--- src/rtl/mem_sequencer_if.sv ---
// -----------------------------------------------------------------------------
// mem_sequencer_if
// Purpose : bundles the fetch requester, load/store requester and memory pins
//           seen by mem_sequencer.
// Signals : if_req/if_pc -> if_valid/if_instr       (instruction fetch)
//           ls_req/ls_we/ls_addr/ls_wdata -> ls_valid/ls_rdata (load/store)
//           mem_read/mem_write/mem_address/mem_wdata <- mem_rdata (memory)
//           busy                                       (sequencer not idle)
// Modports: slave  - the sequencer side
//           master - the requester/memory side
// -----------------------------------------------------------------------------
interface mem_sequencer_if #(
   parameter int ADDR_W = 8,
   parameter int DATA_W = 16
);
   logic              if_req;
   logic [ADDR_W-1:0] if_pc;
   logic              if_valid;
   logic [DATA_W-1:0] if_instr;

   logic              ls_req;
   logic              ls_we;
   logic [ADDR_W-1:0] ls_addr;
   logic [DATA_W-1:0] ls_wdata;
   logic              ls_valid;
   logic [DATA_W-1:0] ls_rdata;

   logic              mem_read;
   logic              mem_write;
   logic [ADDR_W-1:0] mem_address;
   logic [DATA_W-1:0] mem_wdata;
   logic [DATA_W-1:0] mem_rdata;

   logic              busy;

   modport slave (
      input  if_req, if_pc, ls_req, ls_we, ls_addr, ls_wdata, mem_rdata,
      output if_valid, if_instr, ls_valid, ls_rdata,
      output mem_read, mem_write, mem_address, mem_wdata, busy
   );

   modport master (
      output if_req, if_pc, ls_req, ls_we, ls_addr, ls_wdata, mem_rdata,
      input  if_valid, if_instr, ls_valid, ls_rdata,
      input  mem_read, mem_write, mem_address, mem_wdata, busy
   );
endinterface

--- src/rtl/mem_sequencer.sv ---
// -----------------------------------------------------------------------------
// mem_sequencer
// Purpose : arbitrates fetch and load/store requests onto a single memory with
//           a one-cycle registered read, one access in flight at a time.
//           Fetch/load: accept -> ISSUE (mem_read) -> CAPTURE -> valid pulse.
//           Store     : accept -> ISSUE (mem_write) -> ls_valid pulse.
// Ports   : i_clk   - system clock, rising edge
//           i_reset - synchronous active-high reset
//           io_bus  - mem_sequencer_if.slave (requesters, memory pins, busy)
// All outputs come straight from registers.
// -----------------------------------------------------------------------------
module mem_sequencer #(
   parameter int ADDR_W = 8,
   parameter int DATA_W = 16
) (
   input  logic           i_clk,
   input  logic           i_reset,
   mem_sequencer_if.slave io_bus
);

   typedef enum logic [1:0] {StIdle, StIssue, StCapture} state_e;

   state_e              r_state,       w_state_d;
   logic                r_last_ls,     w_last_ls_d;   // last contention winner: 1 = load/store
   logic                r_src_ls,      w_src_ls_d;    // source of the access in flight
   logic                r_we,          w_we_d;
   logic                r_mem_read,    w_mem_read_d;
   logic                r_mem_write,   w_mem_write_d;
   logic [ADDR_W-1:0]   r_mem_address, w_mem_address_d;
   logic [DATA_W-1:0]   r_mem_wdata,   w_mem_wdata_d;
   logic                r_if_valid,    w_if_valid_d;
   logic [DATA_W-1:0]   r_if_instr,    w_if_instr_d;
   logic                r_ls_valid,    w_ls_valid_d;
   logic [DATA_W-1:0]   r_ls_rdata,    w_ls_rdata_d;
   logic                r_busy,        w_busy_d;
   logic                w_grant_ls;

   // Under contention the side that lost the previous contention wins; the
   // winner is only remembered when both requests were actually competing.
   assign w_grant_ls = io_bus.ls_req && (!io_bus.if_req || !r_last_ls);

   always_comb begin
      w_state_d       = r_state;
      w_last_ls_d     = r_last_ls;
      w_src_ls_d      = r_src_ls;
      w_we_d          = r_we;
      w_mem_read_d    = 1'b0;
      w_mem_write_d   = 1'b0;
      w_mem_address_d = r_mem_address;
      w_mem_wdata_d   = r_mem_wdata;
      w_if_valid_d    = 1'b0;
      w_if_instr_d    = r_if_instr;
      w_ls_valid_d    = 1'b0;
      w_ls_rdata_d    = r_ls_rdata;
      w_busy_d        = r_busy;

      unique case (r_state)
         StIdle: begin
            if (io_bus.if_req || io_bus.ls_req) begin
               if (io_bus.if_req && io_bus.ls_req) begin
                  w_last_ls_d = w_grant_ls;
               end
               w_src_ls_d      = w_grant_ls;
               w_we_d          = w_grant_ls && io_bus.ls_we;
               w_mem_address_d = w_grant_ls ? io_bus.ls_addr : io_bus.if_pc;
               if (w_grant_ls) begin
                  w_mem_wdata_d = io_bus.ls_wdata;
               end
               w_mem_read_d    = !w_we_d;
               w_mem_write_d   = w_we_d;
               w_busy_d        = 1'b1;
               w_state_d       = StIssue;
            end
         end
         StIssue: begin
            if (r_we) begin
               // Store is committed by the memory at this edge.
               w_ls_valid_d = 1'b1;
               w_busy_d     = 1'b0;
               w_state_d    = StIdle;
            end else begin
               w_state_d    = StCapture;
            end
         end
         StCapture: begin
            if (r_src_ls) begin
               w_ls_rdata_d = io_bus.mem_rdata;
               w_ls_valid_d = 1'b1;
            end else begin
               w_if_instr_d = io_bus.mem_rdata;
               w_if_valid_d = 1'b1;
            end
            w_busy_d  = 1'b0;
            w_state_d = StIdle;
         end
         default: begin
            w_busy_d  = 1'b0;
            w_state_d = StIdle;
         end
      endcase
   end

   always_ff @(posedge i_clk) begin
      if (i_reset) begin
         r_state       <= StIdle;
         r_last_ls     <= 1'b0;
         r_src_ls      <= 1'b0;
         r_we          <= 1'b0;
         r_mem_read    <= 1'b0;
         r_mem_write   <= 1'b0;
         r_mem_address <= '0;
         r_mem_wdata   <= '0;
         r_if_valid    <= 1'b0;
         r_if_instr    <= '0;
         r_ls_valid    <= 1'b0;
         r_ls_rdata    <= '0;
         r_busy        <= 1'b0;
      end else begin
         r_state       <= w_state_d;
         r_last_ls     <= w_last_ls_d;
         r_src_ls      <= w_src_ls_d;
         r_we          <= w_we_d;
         r_mem_read    <= w_mem_read_d;
         r_mem_write   <= w_mem_write_d;
         r_mem_address <= w_mem_address_d;
         r_mem_wdata   <= w_mem_wdata_d;
         r_if_valid    <= w_if_valid_d;
         r_if_instr    <= w_if_instr_d;
         r_ls_valid    <= w_ls_valid_d;
         r_ls_rdata    <= w_ls_rdata_d;
         r_busy        <= w_busy_d;
      end
   end

   assign io_bus.mem_read    = r_mem_read;
   assign io_bus.mem_write   = r_mem_write;
   assign io_bus.mem_address = r_mem_address;
   assign io_bus.mem_wdata   = r_mem_wdata;
   assign io_bus.if_valid    = r_if_valid;
   assign io_bus.if_instr    = r_if_instr;
   assign io_bus.ls_valid    = r_ls_valid;
   assign io_bus.ls_rdata    = r_ls_rdata;
   assign io_bus.busy        = r_busy;

endmodule

--- src/flat_wrapper.sv ---
// flat-port wrapper written by rule: the top's interface ports become plain ports
module mem_sequencer_flat 
#(
   parameter int ADDR_W = 8,
   parameter int DATA_W = 16
)
  (i_clk, i_reset, io_bus_if_req, io_bus_if_pc, io_bus_ls_req, io_bus_ls_we, io_bus_ls_addr, io_bus_ls_wdata, io_bus_mem_rdata, io_bus_if_valid, io_bus_if_instr, io_bus_ls_valid, io_bus_ls_rdata, io_bus_mem_read, io_bus_mem_write, io_bus_mem_address, io_bus_mem_wdata, io_bus_busy);
  mem_sequencer_if #(.ADDR_W(ADDR_W), .DATA_W(DATA_W)) io_bus_i ();
  input  logic i_clk;
  input  logic i_reset;
  input wire logic [$bits(io_bus_i.if_req)-1:0] io_bus_if_req;
  input wire logic [$bits(io_bus_i.if_pc)-1:0] io_bus_if_pc;
  input wire logic [$bits(io_bus_i.ls_req)-1:0] io_bus_ls_req;
  input wire logic [$bits(io_bus_i.ls_we)-1:0] io_bus_ls_we;
  input wire logic [$bits(io_bus_i.ls_addr)-1:0] io_bus_ls_addr;
  input wire logic [$bits(io_bus_i.ls_wdata)-1:0] io_bus_ls_wdata;
  input wire logic [$bits(io_bus_i.mem_rdata)-1:0] io_bus_mem_rdata;
  output wire logic [$bits(io_bus_i.if_valid)-1:0] io_bus_if_valid;
  output wire logic [$bits(io_bus_i.if_instr)-1:0] io_bus_if_instr;
  output wire logic [$bits(io_bus_i.ls_valid)-1:0] io_bus_ls_valid;
  output wire logic [$bits(io_bus_i.ls_rdata)-1:0] io_bus_ls_rdata;
  output wire logic [$bits(io_bus_i.mem_read)-1:0] io_bus_mem_read;
  output wire logic [$bits(io_bus_i.mem_write)-1:0] io_bus_mem_write;
  output wire logic [$bits(io_bus_i.mem_address)-1:0] io_bus_mem_address;
  output wire logic [$bits(io_bus_i.mem_wdata)-1:0] io_bus_mem_wdata;
  output wire logic [$bits(io_bus_i.busy)-1:0] io_bus_busy;
  assign io_bus_i.if_req = io_bus_if_req;
  assign io_bus_i.if_pc = io_bus_if_pc;
  assign io_bus_i.ls_req = io_bus_ls_req;
  assign io_bus_i.ls_we = io_bus_ls_we;
  assign io_bus_i.ls_addr = io_bus_ls_addr;
  assign io_bus_i.ls_wdata = io_bus_ls_wdata;
  assign io_bus_i.mem_rdata = io_bus_mem_rdata;
  assign io_bus_if_valid = io_bus_i.if_valid;
  assign io_bus_if_instr = io_bus_i.if_instr;
  assign io_bus_ls_valid = io_bus_i.ls_valid;
  assign io_bus_ls_rdata = io_bus_i.ls_rdata;
  assign io_bus_mem_read = io_bus_i.mem_read;
  assign io_bus_mem_write = io_bus_i.mem_write;
  assign io_bus_mem_address = io_bus_i.mem_address;
  assign io_bus_mem_wdata = io_bus_i.mem_wdata;
  assign io_bus_busy = io_bus_i.busy;
  mem_sequencer #(.ADDR_W(ADDR_W), .DATA_W(DATA_W)) u_core (.i_clk(i_clk), .i_reset(i_reset), .io_bus(io_bus_i));
endmodule
--- config.mk ---
export PLATFORM = sky130hd
export DESIGN_NAME = mem_sequencer_flat
export DESIGN_NICKNAME = d
export VERILOG_FILES = /design/src/rtl/mem_sequencer_if.sv /design/src/rtl/mem_sequencer.sv /design/src/flat_wrapper.sv
export SDC_FILE = /design/constraint.sdc
export NUM_CORES = 1
export LEC_CHECK = 0
export CAP_MARGIN = 20
export CELL_PAD_IN_SITES_DETAIL_PLACEMENT = 1
export CELL_PAD_IN_SITES_GLOBAL_PLACEMENT = 1
export CORE_UTILIZATION = 32
export CTS_BUF_LIST = sky130_fd_sc_hd__clkbuf_4
export DETAILED_ROUTE_END_ITERATION = 10
export PLACE_DENSITY = 0.84
export SKIP_CTS_REPAIR_TIMING = 1
export SLEW_MARGIN = 10
export SYNTH_ARGS = -nofsm -noshare
export SYNTH_HDL_FRONTEND = slang
export SYNTH_SLANG_ARGS = --single-unit
--- constraint.sdc ---
create_clock -name i_clk -period 2.1 [get_ports i_clk]
set_input_delay 0.21 -clock i_clk [delete_from_list [all_inputs] [get_ports i_clk]]
set_output_delay 0.21 -clock i_clk [all_outputs]
set_load 0.05 [all_outputs]
# Yosys cells after proc, flatten, opt, wreduce, memory -nomap -nowiden
# Cells that the tools add are included.
# word_totals
register_bits,66
inputBits,53
out_inout_bits,61
wordCells,49
# op_classes
n_eq_ne,4
muxes,11
bitwise,4
reduce_logical,17
# ops
operator,count
two-way mux 8 bit,1
AND reduction 2 bit,4
AND reduction 3 bit,2
two-way mux 1 bit,5
two-way mux 2 bit,2
"inequality test 2 x 1 -> 1 bit, second input constant",2
inverter 1 bit,4
case mux 1 bit (2 select lines),2
case mux 2 bit (2 select lines),1
logical AND 1 bit,3
zero test 1 bit,3
OR reduction 3 bit,1
"equality test 2 x 1 -> 1 bit, second input constant",1
"equality test 2 bit, second input constant",1
zero test 2 bit,1
logical OR 1 bit,2
OR reduction 2 bit,1

# Depth between registers and ports, before layout
# logic_depth
word_depth,5
depth_mapped,7
ltp_nobuf,5

# Worst setup path after synthesis
# Ideal clock, no wire load.
# synth_timing
path_type,register -> register
from,reg u_core.r_state[0]
to,"reg u_core.r_mem_wdata[10], in the netlist u_core.io_bus.mem_wdata[10]"
setup_ns,0.071
arrival_time_ns,1.253
required_time_ns,2.029
path_slack_ns,0.776
path_stages_with_launch,7
path_buffers,1
path_cell_list,dfxtp_1 -> inv_1 -> ha_1 -> nand2_1 -> clkbuf_1 -> o21ai_0 -> a21oi_1
# synth_via
elab_chain_cells,2
# synth_rtl
element,line_no,text
start: declaration,mem_sequencer.sv:23,"state_e r_state, w_state_d;"
start signal: assignment,mem_sequencer.sv:105,r_state <= StIdle;
start signal: assignment,mem_sequencer.sv:119,r_state <= w_state_d;
zero test 2 bit,mem_sequencer.sv:57,unique case (r_state)
AND reduction 3 bit (no line),-,
end signal: assignment,mem_sequencer.sv:126,r_mem_wdata <= w_mem_wdata_d;
end: declaration,mem_sequencer.sv:30,"logic [DATA_W-1:0] r_mem_wdata, w_mem_wdata_d;"
# No other way between the ends.
# A chain may end at the register's enable or synchronous reset.

# Final worst setup path
# layout_timing
from,"reg u_core.r_if_instr[15], in the netlist u_core.io_bus.if_instr[15]"
to,out io_bus_if_instr[15]
# layout_rtl
element,line_no,text
start: declaration,mem_sequencer.sv:32,"logic [DATA_W-1:0] r_if_instr, w_if_instr_d;"
start signal: assignment,mem_sequencer.sv:128,r_if_instr <= w_if_instr_d;
end: declaration,flat_wrapper.sv:19,output wire logic [$bits(io_bus_i.if_instr)-1:0] io_bus_if_instr;
# No word-level cell between the ends.

==> results.toml <==
[placed_design]
gp_congestion = 0.7266
io_buffers = 113
dp_hpwl_um = 5317
post-place-cells = 502

[timing]
slew_violations = 0
finalHoldViolations = 0
setup_viol = 0
rsz0062_at_grt = "no"
min_period_ps = 1789
slew_headroom_pct = 51.72
post-route-period-util_pct = 85.19
clock_skew_ps = 12.91
setup_tns_ps = 0
max_freq_mhz = 559.0
max_slew.worst_pin.slew_ps = 724.2

[floorplan]
ioPinCount = 114
start_util_pct = 33.06
coreArea_um2 = 7687
fp.dieW_um = 91.12
die-area_um2 = 8302
rows = 32
die_height_um = 91.12

[route]
antenna_left = 0
routed_via_density = 4.876
dr.pass1.iters = 6
wire_per_inst_um = 14.31
vias = 2516
drc = 0
drtIter0Drc = 46
drt_wl_total_um = 7386

[clocking]
clock_sinks = 66
cts_made_buffers = 9
clk_latency_ps = 410
clockBufferDepth = 2
cts_tree = "done"
ctsRootBufferMaster = "clkbuf_4"
clk_pin_slew_ps = 100
htree_levels = 3

[yosys]
synth.net_count = 363
ys_types = 30
ys.warnings.count = 0
ys_seq_area_share_pct = 51.99
synth-seq-cells = 66
syn_area_um2 = 2541
syn_inst = 307
syn_avg_cell_area_um2 = 8.277

[pwr]
ir_worst_vdd_mv = 0.3695
p_leak_nw = 1.335
power.density_nw_per_um2 = 758.5

[cells_and_area]
layout_common_cells = "clkdlybuf4s50_1 (112), nand2_1 (77), dfxtp_1 (66)"
fin_cells = 516
final_common_cell = "clkdlybuf4s50_1"
antenna_cells = 0
area_delta_synth_final_pct = 50.96
nNetsFinal = 467
final_core_utilization_pct = 49.90
drive_gt1_share_pct = 7.246

[global_route]
antenna_found_initial = 0
grt_start_max_net_pins = 67
track_usage_pct = 19.02
first_global_vias = 2629
gr-total-overflow = 0
grt_pass1_wl_um = 12450

[hold_path]
hold_path.class = "primary input to register"
hold_start = "i_reset"
hold_depth = 3

[worst_setup_path]
cp_max_fo = 2
crit_family = "buffers and inverters"
rr_worst_depth = 5
path_depth = 1
cp.required_ps = 1890
startpoint_type = "register"
slowest_stage = "clkdlybuf4s50_1"
r2r-start = "u_core.r_state[0]$_SDFFE_PP0P_"
critPathCaptureType = "output pin"
crit_buf_inv = 1
path_cells = "clkdlybuf4s50_1"
arrival_ps = 1580
critPathLaunch = "u_core.io_bus.if_instr[15]$_SDFFE_PP0P_"
crit_type = "register to output pin"
slowest_delay_ps = 820

[run]
cap_violations = 0

[outcome]
status = "complete, no violations"
==> area by class of cell <==
| type | count | area (µm²) |
|---|---|---|
| clock buffer | 11 | 82.58 |
| clock inverter | 3 | 42.54 |
| fill | 922 | 3851 |
| inverter | 4 | 15.01 |
| multi-input combinational | 213 | 1079 |
| sequential | 66 | 1321 |
| tap | 102 | 127.6 |
| timing repair buffer | 117 | 1169 |
==> path summary, 6_finish.rpt <==
check	slack, ps	endpoint
setup / recovery	310	io_bus_if_instr[15]
hold / removal	280	u_core.io_bus.mem_address[3]$_SDFFE_PP0P_
setup reg to reg	510	u_core.io_bus.mem_wdata[9]$_SDFFE_PP0P_
hold reg to reg	460	u_core.io_bus.if_instr[11]$_SDFFE_PP0P_
==> metrics by stage <==
stage | area [µm²] | setup WS, ps | hold slack (ps) | total power, mW
final | 3836 | 311.0 | 282.7 | 2.910
after global routing | 3836 | 238.1 | 281.2 | 3.059
after CTS | 3836 | 274.3 | 261.9 | 2.953
after detailed placement | 3711 | 289.7 | 450.0 | 2.148
after global placement | 3711 | 374.3 | 442.6 | 2.132
after floorplan | 2541 | 776.2 | 309.3 | 1.861
==> power by group <==
group / total [mW] / internal, mW / switching [mW] / leakage, nW
Sequential: 1.37 / 1.33 / 0.0435 / 0.538
Combinational: 0.743 / 0.284 / 0.459 / 0.728
Clock: 0.796 / 0.376 / 0.420 / 0.0688
==> per-layer routing <==
metal | part of all wire (%) | global-route usage (%)
met5 | 0 | 0
met3 | 6.6 | 5.695
met1 | 44 | 22.18
met4 | 1.2 | 7.143
met2 | 48 | 32.77
==> sequential cells by signal, indices dropped and copies added, names as in the netlist <==
name and cells:
u_core.r_src_ls 1, u_core.io_bus.ls_valid 1, u_core.r_state 2, u_core.io_bus.mem_read 1, u_core.io_bus.if_valid 1, u_core.r_last_ls 1, u_core.io_bus.mem_address 8, u_core.io_bus.if_instr 16
u_core.r_we 1, u_core.io_bus.mem_wdata 16, u_core.io_bus.mem_write 1, u_core.io_bus.ls_rdata 16, u_core.io_bus.busy 1
==> cell usage after synthesis <==
cell type	number	share of area [%]
buf_1	2	0.30
a22oi_1	1	0.30
buf_2	9	1.8
clkbuf_2	2	0.39
a211oi_2	7	3.4
buf_4	2	0.59
and2_1	2	0.49
o21ai_0	17	3.3
clkbuf_1	7	1.0
and2_2	1	0.30
inv_1	4	0.59
xor2_1	1	0.34
buf_6	2	0.89
nor3b_1	1	0.30
nor2_1	12	1.8
a21o_1	1	0.30
a21oi_1	59	12
o21ai_2	1	0.34
nand2_1	77	11
nand2b_1	2	0.49
a221oi_1	1	0.34
nand3_1	19	3.7
a21bo_2	1	0.39
nor2b_1	1	0.25
o21a_1	1	0.30
a21boi_2	1	0.44
nor3_1	1	0.20
a211oi_1	3	0.89
ha_1	3	1.5
dfxtp_1	66	52
==> logic make-up after synthesis <==
kind of cell / share of synthesized area, %
simple gates: 18.91
compound gates: 21.71
flops: 51.99
buf+inv: 5.564
fa+ha+maj: 1.477
xor+xnor: 0.3447
Power figures use the tool's default switching activity.
